===== src/rtl/ps2_kbd_pkg.sv =====
// Shared types and constants for the PS/2 keyboard port: receiver FSM states,
// bus address, scan-code prefixes and the layout of the polled status word.
package ps2_kbd_pkg;

  typedef enum logic [1:0] {
    ST_IDLE,
    ST_DATA,
    ST_PARITY,
    ST_STOP
  } rx_state_e;

  localparam logic [31:0] PS2_ADDR  = 32'hA000_0000;
  localparam logic [7:0]  SC_EXT    = 8'hE0;
  localparam logic [7:0]  SC_BREAK  = 8'hF0;

  localparam int VALID_BIT = 31;
  localparam int OVF_BIT   = 30;

  // PS/2 uses odd parity over data+parity, and the stop bit must be high.
  function automatic logic frame_ok(input logic [7:0] data,
                                    input logic       parity,
                                    input logic       stop);
    return stop & (^{parity, data});
  endfunction

endpackage


===== src/rtl/ps2_rx_frame.sv =====
// PS/2 frame receiver: pin synchronisers, falling-edge detect, 11-bit frame FSM
// and parity check. Define PS2_TIMEOUT_EN to discard stalled partial frames.
module ps2_rx_frame
  import ps2_kbd_pkg::*;
#(
  parameter int unsigned TIMEOUT_CYCLES = 50000
) (
  input  logic       clk,
  input  logic       clrn,
  input  logic       i_ps2_clk,
  input  logic       i_ps2_data,
  output logic [7:0] o_byte,
  output logic       o_byte_valid
);

  if (TIMEOUT_CYCLES < 2) begin : g_bad_timeout
    $error("ps2_rx_frame: TIMEOUT_CYCLES must be at least 2");
  end

  logic      r_clk_s1, r_clk_s2, r_clk_s3;
  logic      r_dat_s1, r_dat_s2;
  logic      w_fall;
  logic      w_timeout;
  rx_state_e r_state;
  logic [2:0] r_bit_cnt;
  logic [7:0] r_shift;
  logic       r_parity;

  // NOTE: synchronisers reset to 1 so an idle-high bus does not look like a falling edge after reset.
  always_ff @(posedge clk or negedge clrn) begin
    if (!clrn) begin
      r_clk_s1 <= 1'b1;
      r_clk_s2 <= 1'b1;
      r_clk_s3 <= 1'b1;
      r_dat_s1 <= 1'b1;
      r_dat_s2 <= 1'b1;
    end else begin
      r_clk_s1 <= i_ps2_clk;
      r_clk_s2 <= r_clk_s1;
      r_clk_s3 <= r_clk_s2;
      r_dat_s1 <= i_ps2_data;
      r_dat_s2 <= r_dat_s1;
    end
  end

  assign w_fall = r_clk_s3 & ~r_clk_s2;

`ifdef PS2_TIMEOUT_EN
  localparam int CW = $clog2(TIMEOUT_CYCLES + 1);
  logic [CW-1:0] r_to_cnt;

  always_ff @(posedge clk or negedge clrn) begin
    if (!clrn) begin
      r_to_cnt <= '0;
    end else if (r_state == ST_IDLE || w_fall || w_timeout) begin
      r_to_cnt <= '0;
    end else begin
      r_to_cnt <= r_to_cnt + 1'b1;
    end
  end

  assign w_timeout = (r_to_cnt == CW'(TIMEOUT_CYCLES));
`else
  assign w_timeout = 1'b0;
`endif

  always_ff @(posedge clk or negedge clrn) begin
    if (!clrn) begin
      r_state      <= ST_IDLE;
      r_bit_cnt    <= '0;
      r_shift      <= '0;
      r_parity     <= 1'b0;
      o_byte       <= '0;
      o_byte_valid <= 1'b0;
    end else begin
      o_byte_valid <= 1'b0;
      if (w_fall) begin
        case (r_state)
          ST_IDLE: begin
            if (!r_dat_s2) begin
              r_state   <= ST_DATA;
              r_bit_cnt <= '0;
            end
          end
          ST_DATA: begin
            r_shift   <= {r_dat_s2, r_shift[7:1]};
            r_bit_cnt <= r_bit_cnt + 1'b1;
            if (r_bit_cnt == 3'd7) r_state <= ST_PARITY;
          end
          ST_PARITY: begin
            r_parity <= r_dat_s2;
            r_state  <= ST_STOP;
          end
          ST_STOP: begin
            // Bad frames simply fall back to IDLE without a push.
            if (frame_ok(r_shift, r_parity, r_dat_s2)) begin
              o_byte       <= r_shift;
              o_byte_valid <= 1'b1;
            end
            r_state <= ST_IDLE;
          end
          default: r_state <= ST_IDLE;
        endcase
      end else if (w_timeout) begin
        r_state   <= ST_IDLE;
        r_bit_cnt <= '0;
        r_shift   <= '0;
      end
    end
  end

endmodule


===== src/rtl/ps2_kbd_port.sv =====
// Memory-mapped PS/2 keyboard port: received scan codes are queued in a FIFO and
// polled as one status/data word. PS2_TIMEOUT_EN enables the receiver timeout.
module ps2_kbd_port
  import ps2_kbd_pkg::*;
#(
  parameter int unsigned FIFO_DEPTH     = 8,
  parameter int unsigned TIMEOUT_CYCLES = 50000
) (
  input  logic        clk,
  input  logic        clrn,
  input  logic        ps2_clk,
  input  logic        ps2_data,
  input  logic        rd,
  output logic [31:0] rdata,
  output logic        overflow
);

  if (FIFO_DEPTH < 2 || FIFO_DEPTH > 64 || (FIFO_DEPTH & (FIFO_DEPTH - 1)) != 0) begin : g_bad_depth
    $error("ps2_kbd_port: FIFO_DEPTH must be a power of two in 2..64");
  end

  localparam int AW = $clog2(FIFO_DEPTH);
  localparam logic [AW:0] DEPTH_C = (AW + 1)'(FIFO_DEPTH);

  logic [7:0]    w_byte;
  logic          w_byte_valid;
  logic          w_full, w_empty;
  logic          w_push, w_pop, w_drop;
  logic [7:0]    r_mem [FIFO_DEPTH];
  logic [AW-1:0] r_wr_ptr, r_rd_ptr;
  logic [AW:0]   r_count;
  logic          r_overflow;

  ps2_rx_frame #(
    .TIMEOUT_CYCLES(TIMEOUT_CYCLES)
  ) u_rx (
    .clk         (clk),
    .clrn        (clrn),
    .i_ps2_clk   (ps2_clk),
    .i_ps2_data  (ps2_data),
    .o_byte      (w_byte),
    .o_byte_valid(w_byte_valid)
  );

  assign w_full  = (r_count == DEPTH_C);
  assign w_empty = (r_count == '0);
  assign w_pop   = rd & ~w_empty;
  // A pop in the same cycle frees the slot, so a full FIFO can still accept.
  assign w_push  = w_byte_valid & (~w_full | w_pop);
  assign w_drop  = w_byte_valid & w_full & ~w_pop;

  // NOTE: storage is not reset; w_empty masks stale contents from rdata.
  always_ff @(posedge clk) begin
    if (w_push) r_mem[r_wr_ptr] <= w_byte;
  end

  always_ff @(posedge clk or negedge clrn) begin
    if (!clrn) begin
      r_wr_ptr <= '0;
      r_rd_ptr <= '0;
      r_count  <= '0;
    end else begin
      if (w_push) r_wr_ptr <= r_wr_ptr + 1'b1;
      if (w_pop)  r_rd_ptr <= r_rd_ptr + 1'b1;
      case ({w_push, w_pop})
        2'b10:   r_count <= r_count + 1'b1;
        2'b01:   r_count <= r_count - 1'b1;
        default: r_count <= r_count;
      endcase
    end
  end

  always_ff @(posedge clk or negedge clrn) begin
    if (!clrn) begin
      r_overflow <= 1'b0;
    end else if (w_drop) begin
      r_overflow <= 1'b1;
    end else if (rd) begin
      r_overflow <= 1'b0;
    end
  end

  // NOTE: every output bit gets a default first so no latch is inferred.
  always_comb begin
    rdata            = '0;
    rdata[VALID_BIT] = ~w_empty;
    rdata[OVF_BIT]   = r_overflow;
    if (!w_empty) rdata[7:0] = r_mem[r_rd_ptr];
  end

  assign overflow = r_overflow;

endmodule


===== config.mk =====
export PLATFORM = sky130hd
export DESIGN_NAME = ps2_kbd_port
export DESIGN_NICKNAME = d
export VERILOG_FILES = /design/src/rtl/ps2_kbd_pkg.sv /design/src/rtl/ps2_rx_frame.sv /design/src/rtl/ps2_kbd_port.sv
export SDC_FILE = /design/constraint.sdc
export NUM_CORES = 1
export LEC_CHECK = 0
export CAP_MARGIN = 20
export CORE_MARGIN = 2
export CORE_UTILIZATION = 40
export DETAILED_ROUTE_END_ITERATION = 8
export PLACE_DENSITY_LB_ADDON = 0.08
export SYNTH_ARGS = -nofsm -noshare
export SYNTH_HDL_FRONTEND = slang
export SYNTH_SLANG_ARGS = --single-unit

===== constraint.sdc =====
create_clock -name clk -period 3.5 [get_ports clk]
set_clock_uncertainty 0.05 [all_clocks]
set_input_delay 0.525 -clock clk [delete_from_list [all_inputs] [get_ports clk]]
set_output_delay 0.525 -clock clk [all_outputs]
set_load 0.03 [all_outputs]

[Word-level counts from Yosys, hierarchy flattened]
Memories as Yosys holds them, arrays and structs flattened.
Index checks and enable logic that the tools add are counted.
Word-level totals
  bits in registers: 39
  RAM bits: 64
  input bits: 5
  output and inout port bits: 33
  memories: 1
Memory list
  r_mem: words 8, bits a word 8, read ports 1, clocked after Yosys merged registers in 0, write ports 1, RTL line ps2_kbd_port.sv:29  | logic [7:0] r_mem [FIFO_DEPTH];
Cells by class
  add/sub/neg operators: 5
  eq/ne operators: 9
  mux-type cells: 14
  bitwise logic cells: 11
  reduce and logical (&&, ||, !) cells: 11
Operators by type and width (number)
  $add A3 B1 Y3 const B: 3
  $reduce_and A3 Y1: 3
  $reduce_xor A9 Y1: 1
  $mux W8: 1
  $pmux W2 S4: 1
  $pmux W4 S2: 1
  $mux W1: 7
  $and A1 B1 Y1: 6
  $eq A2 B2 Y1 const B: 3
  $pmux W3 S2: 1
  $reduce_bool A2 Y1: 3
  $add A4 B1 Y4 const B: 1
  $eq A2 B1 Y1 const B: 2
  $eq A4 B4 Y1 const B: 1
  $logic_not A4 Y1: 1
  $mux W2: 2
  $not A1 Y1: 4
  $reduce_and A2 Y1: 2
  $sub A4 B1 Y4 const B: 1
  $eq A3 B3 Y1 const B: 1
  $mux W3: 1
  $logic_not A2 Y1: 1
  $ne A2 B1 Y1 const B: 1
  $ne A2 B2 Y1 const B: 1
  $or A1 B1 Y1: 1

[Logic depth before layout (Yosys ltp)]
  depth after elaboration: 7
  gate-level depth with buffers: 9

[Cells and area by module]
Synthesis repeated with hierarchy kept, for this count alone.
Second synthesis, totals
  cells, all modules: 267
  area, all modules: 4450.5 µm²
By module, submodules not included
  ps2_kbd_port: instances 1, cells an instance 190, area an instance 3258.1 µm²
  ps2_rx_frame: instances 1, cells an instance 77, area an instance 1192.4 µm²

[Worst setup path after synthesis]
OpenSTA, ideal clock, no wires.
  path kind: input-to-reg
  from: input port rd
  to: memory r_mem[2][0], enable pin
  arrival: 2092 ps
  data required time: 3052 ps
  path slack: 960 ps
  stages: 4
  cell sequence: clkbuf_1 -> nand2b_1 -> o21ai_1 -> nor4b_1
On the way
  word-level cells in the longest chain between the ends: 5
Ends and longest elaborated chain
  start: declaration: RTL line ps2_kbd_port.sv:13  | input logic rd,
  $and A1 B1 Y1: RTL line ps2_kbd_port.sv:47  | assign w_pop = rd & ~w_empty;
  $or A1 B1 Y1: RTL line ps2_kbd_port.sv:49  | assign w_push = w_byte_valid & (~w_full | w_pop);
  $and A1 B1 Y1: RTL line ps2_kbd_port.sv:49
  $mux W1: RTL line ps2_kbd_port.sv:54  | if (w_push) r_mem[r_wr_ptr] <= w_byte;
  $mux W1 (implied by the code): RTL line ps2_kbd_port.sv:54
  end: declaration: RTL line ps2_kbd_port.sv:29
No other way between the ends.

[Worst setup path in the final report]
  from: register r_count[1]
  to: output port rdata[31]
On the way
  word-level cells in the longest chain between the ends: 2
Ends and longest elaborated chain
  start: declaration: RTL line ps2_kbd_port.sv:31  | logic [AW:0] r_count;
  start signal: assignment: RTL line ps2_kbd_port.sv:66  | 2'b10: r_count <= r_count + 1'b1;
  start signal: assignment: RTL line ps2_kbd_port.sv:67  | 2'b01: r_count <= r_count - 1'b1;
  start signal: assignment: RTL line ps2_kbd_port.sv:68  | default: r_count <= r_count;
  $logic_not A4 Y1: RTL line ps2_kbd_port.sv:46  | assign w_empty = (r_count == '0);
  $not A1 Y1: RTL line ps2_kbd_port.sv:86  | rdata[VALID_BIT] = ~w_empty;
  end: declaration: RTL line ps2_kbd_port.sv:14  | output logic [31:0] rdata,
No other way between the ends.

==> flow_metrics.py <==
metrics = {
    "sta": {
        "max_slew_margin_pct": 40.2,
        "fin_crit_ns": 3.06,
        "worst_slew_pin_slew_ns": 0.898,
        "fin_crit_sh_pct": 87.6,
        "final-setup-viol-count": 0,
        "max_freq_mhz": 326,
        "fin_ws_ns": 0.435,
        "rsz0062_at_grt": "false",
        "slew_viol_final": 0,
        "hold_viol": 0,
        "finalSetupTns_ns": 0,
    },
    "floorplan": {
        "dieWidth_um": 110,
        "io_pins": 38,
        "initial_core_util_pct": 41.1,
        "rows": 38,
        "die_y_um": 110,
        "dieArea_um2": 12000,
        "core_area_um2": 10800,
    },
    "synth": {
        "yosys_warnings": 0,
        "synthMuxAreaShare_pct": 16.4,
        "yosys.area_share.simple_pct": 4.89,
        "synth_fa_ha_area_share_pct": 2.53,
        "synth_xor_area_share_pct": 2.98,
        "yosysSeqAreaShare_pct": 65.2,
        "synth.avg_cell_area_um2": 16.3,
        "synth_top_area_share_pct": 43.1,
        "synth_cell_types": 44,
        "synth_top_area_cell": "edfxtp_1",
        "synth_top_family_by_area": "multiplexers",
        "synth_compound_area_share_pct": 2.67,
        "asyncSetResetFlopFracSynth_pct": 37.9,
        "synthTopCellsByArea": "edfxtp_1 43%, dfrtp_1 19%, mux4_2 8.1%, mux2_2 5.3%, buf_4 3.9%",
        "synth_area_um2": 4450,
        "synth-seq-cells": 103,
        "syn_inst": 274,
        "synth_ff_type": "edfxtp_1",
        "synth-edff-count": 64,
    },
    "grt": {
        "antenna_found_initial": 0,
        "grt_usage_pct": 13.8,
        "grt_pass1_vias": 2177,
        "grt_pass1_wl_um": 11800,
        "gr-total-overflow": 0,
        "grt_max_degree": 40,
    },
    "cts": {
        "clk_pin_slew_ns": 0.10,
        "cts_buffers": 9,
        "clock-sinks": 103,
        "cts_root_buffer": "clkbuf_8",
        "htreeDepth": 3,
        "ctsHoldBuffers": 0,
        "cts_setup_buffers": 0,
        "tritoncts": "done",
        "clockBufferDepth": 2,
        "post_cts_resized": 0,
        "clock_latency_ns": 0.36,
    },
    "final_layout": {
        "n_fill_cell": 960,
        "syn_to_final_growth_pct": 11.6,
        "antenna_cells": 0,
        "design_area_um2": 4970,
        "fin_nets": 313,
        "final_cell_mix": "64 x edfxtp_1, 34 x dfrtp_1, 22 x conb_1, 21 x mux2_2, 16 x mux4_2",
        "final_common_cell": "edfxtp_1",
        "drive_gt1_share_pct": 24.3,
        "utilization_pct": 45.8,
    },
    "placed_design": {
        "post_dp_cell_area_um2": 4730,
        "place_congestion": 0.706,
        "dp_hpwl_um": 4790,
        "pre_cts_ws_ns": 0.606,
        "io_buffers": 15,
    },
    "run": {
        "max-cap-violations": 0,
    },
    "worst_setup_path": {
        "crit_family": "simple AND/OR/NAND/NOR gates",
        "arrival_ns": 2.49,
        "worstSetupStartpointType": "flip-flop",
        "crit_fanout": 9,
        "cp_num_buf_inv": 2,
        "cp.required_ns": 2.92,
        "critPathMaxStageDelay_ns": 0.62,
        "slowest_stage": "clkdlybuf4s50_1",
        "critical_path_class": "flip-flop to output pin",
        "crit_chain": "or3_1 > nor2_2 > inv_1 > clkdlybuf4s50_1",
        "end_kind": "output pin",
    },
    "routing": {
        "drc_errors": 0,
        "antenna_left": 0,
        "viasPerCell": 4.86,
        "drt-total-wl_um": 7420,
        "firstDrtPassIters": 3,
        "wl_per_cell_um": 16.7,
        "dr.first_iter.drc_count": 73,
        "num_vias": 2156,
    },
    "power": {
        "power_density_nw_per_um2": 793,
        "peakVddDrop_mv": 0.378,
        "p_total_mw": 3.94,
        "p_leak_nw": 1.94,
    },
    "hold_path": {
        "hold_path.class": "primary input to asynchronous set/reset pin",
    },
    "run_status": {
        "status": "completed",
    },
}
-- power breakdown --
group          switching, mW  total (mW)  internal, mW
Clock                  0.403       0.880         0.477
Sequential             0.245        1.74          1.49
Combinational          0.630        1.32         0.695
-- Yosys cell counts (2+ instances only) --
master / number
nor2_1: 13
dfrtp_1: 34
nor3_1: 4
xnor3_1: 2
dfstp_2: 5
ha_1: 9
mux4_2: 16
xor2_1: 3
a22o_1: 2
buf_4: 23
buf_2: 2
edfxtp_1: 64
xnor2_1: 7
nand2_1: 14
clkbuf_1: 6
inv_1: 7
mux2_2: 21
o21ai_0: 3
mux2i_1: 11
nor2b_1: 2
nor3b_1: 2
nand4b_1: 2
-- per-stage QoR --
stage               hold slack (ns)  std cells
floorplan                     0.179        295
detailed placement            0.297        428
global route                  0.288        444
finish                        0.235        444
CTS                           0.251        444
global placement              0.296        428
-- layout make-up --
cell class	instances	area (µm²)	share of cell area (%)
sequential	103	2900	58.4
inverter	7	26.3	0.529
multi-input combinational	153	1400	28.2
clock buffer	9	124	2.49
timing repair buffer	25	220	4.43
tap	140	175	3.52
clock inverter	7	120	2.42
-- routing by layer --
metal  track usage [%]  routed length, µm  vias up
li1                  -                  -     1018
met3              4.45                259        7
met4              3.80                 78        0
met1              17.0               3400     1091
met5                 0                  0        -
met2              23.3               3680       40
-- kinds of logic after synthesis --
logic type      Yosys count
flops                   103
mux                      49
simple gates             45
buf+inv                  39
compound gates           16
xor+xnor                 12
fa+ha+maj                 9
other cells               1
-- sequential cells by signal (all words and copies together), names as in the netlist --
name and flops:
u_rx.r_clk_s2 1, u_rx.r_clk_s3 1, u_rx.r_shift 8, u_rx.r_state 2
u_rx.r_dat_s1 1, u_rx.r_parity 1, overflow 1, r_rd_ptr 3
r_mem 64, u_rx.o_byte_valid 1, u_rx.r_bit_cnt 3, u_rx.r_clk_s1 1
u_rx.r_dat_s2 1, r_wr_ptr 3, r_count 4, u_rx.o_byte 8
-- path summary, 6_finish.rpt --
check | from | to | slack, ns | cells past startpoint
max in group asynchronous | clrn | u_rx.o_byte[6]$_DFFE_PN0P_ | 2.61 | 1
min in group clk | u_rx.r_dat_s1$_DFF_PN1_ | u_rx.r_dat_s2$_DFF_PN1_ | 0.31 | 0
setup reg to reg | r_count[3]$_DFFE_PN0P_ | r_count[1]$_DFFE_PN0P_ | 1.04 | 8
hold reg to reg | u_rx.r_dat_s1$_DFF_PN1_ | u_rx.r_dat_s2$_DFF_PN1_ | 0.31 | 0
setup / recovery | r_count[1]$_DFFE_PN0P_ | rdata[31] | 0.44 | 4
hold / removal | clrn | u_rx.r_bit_cnt[1]$_DFFE_PN0P_ | 0.23 | 1
Note: power is estimated with default switching activity, not from simulation.
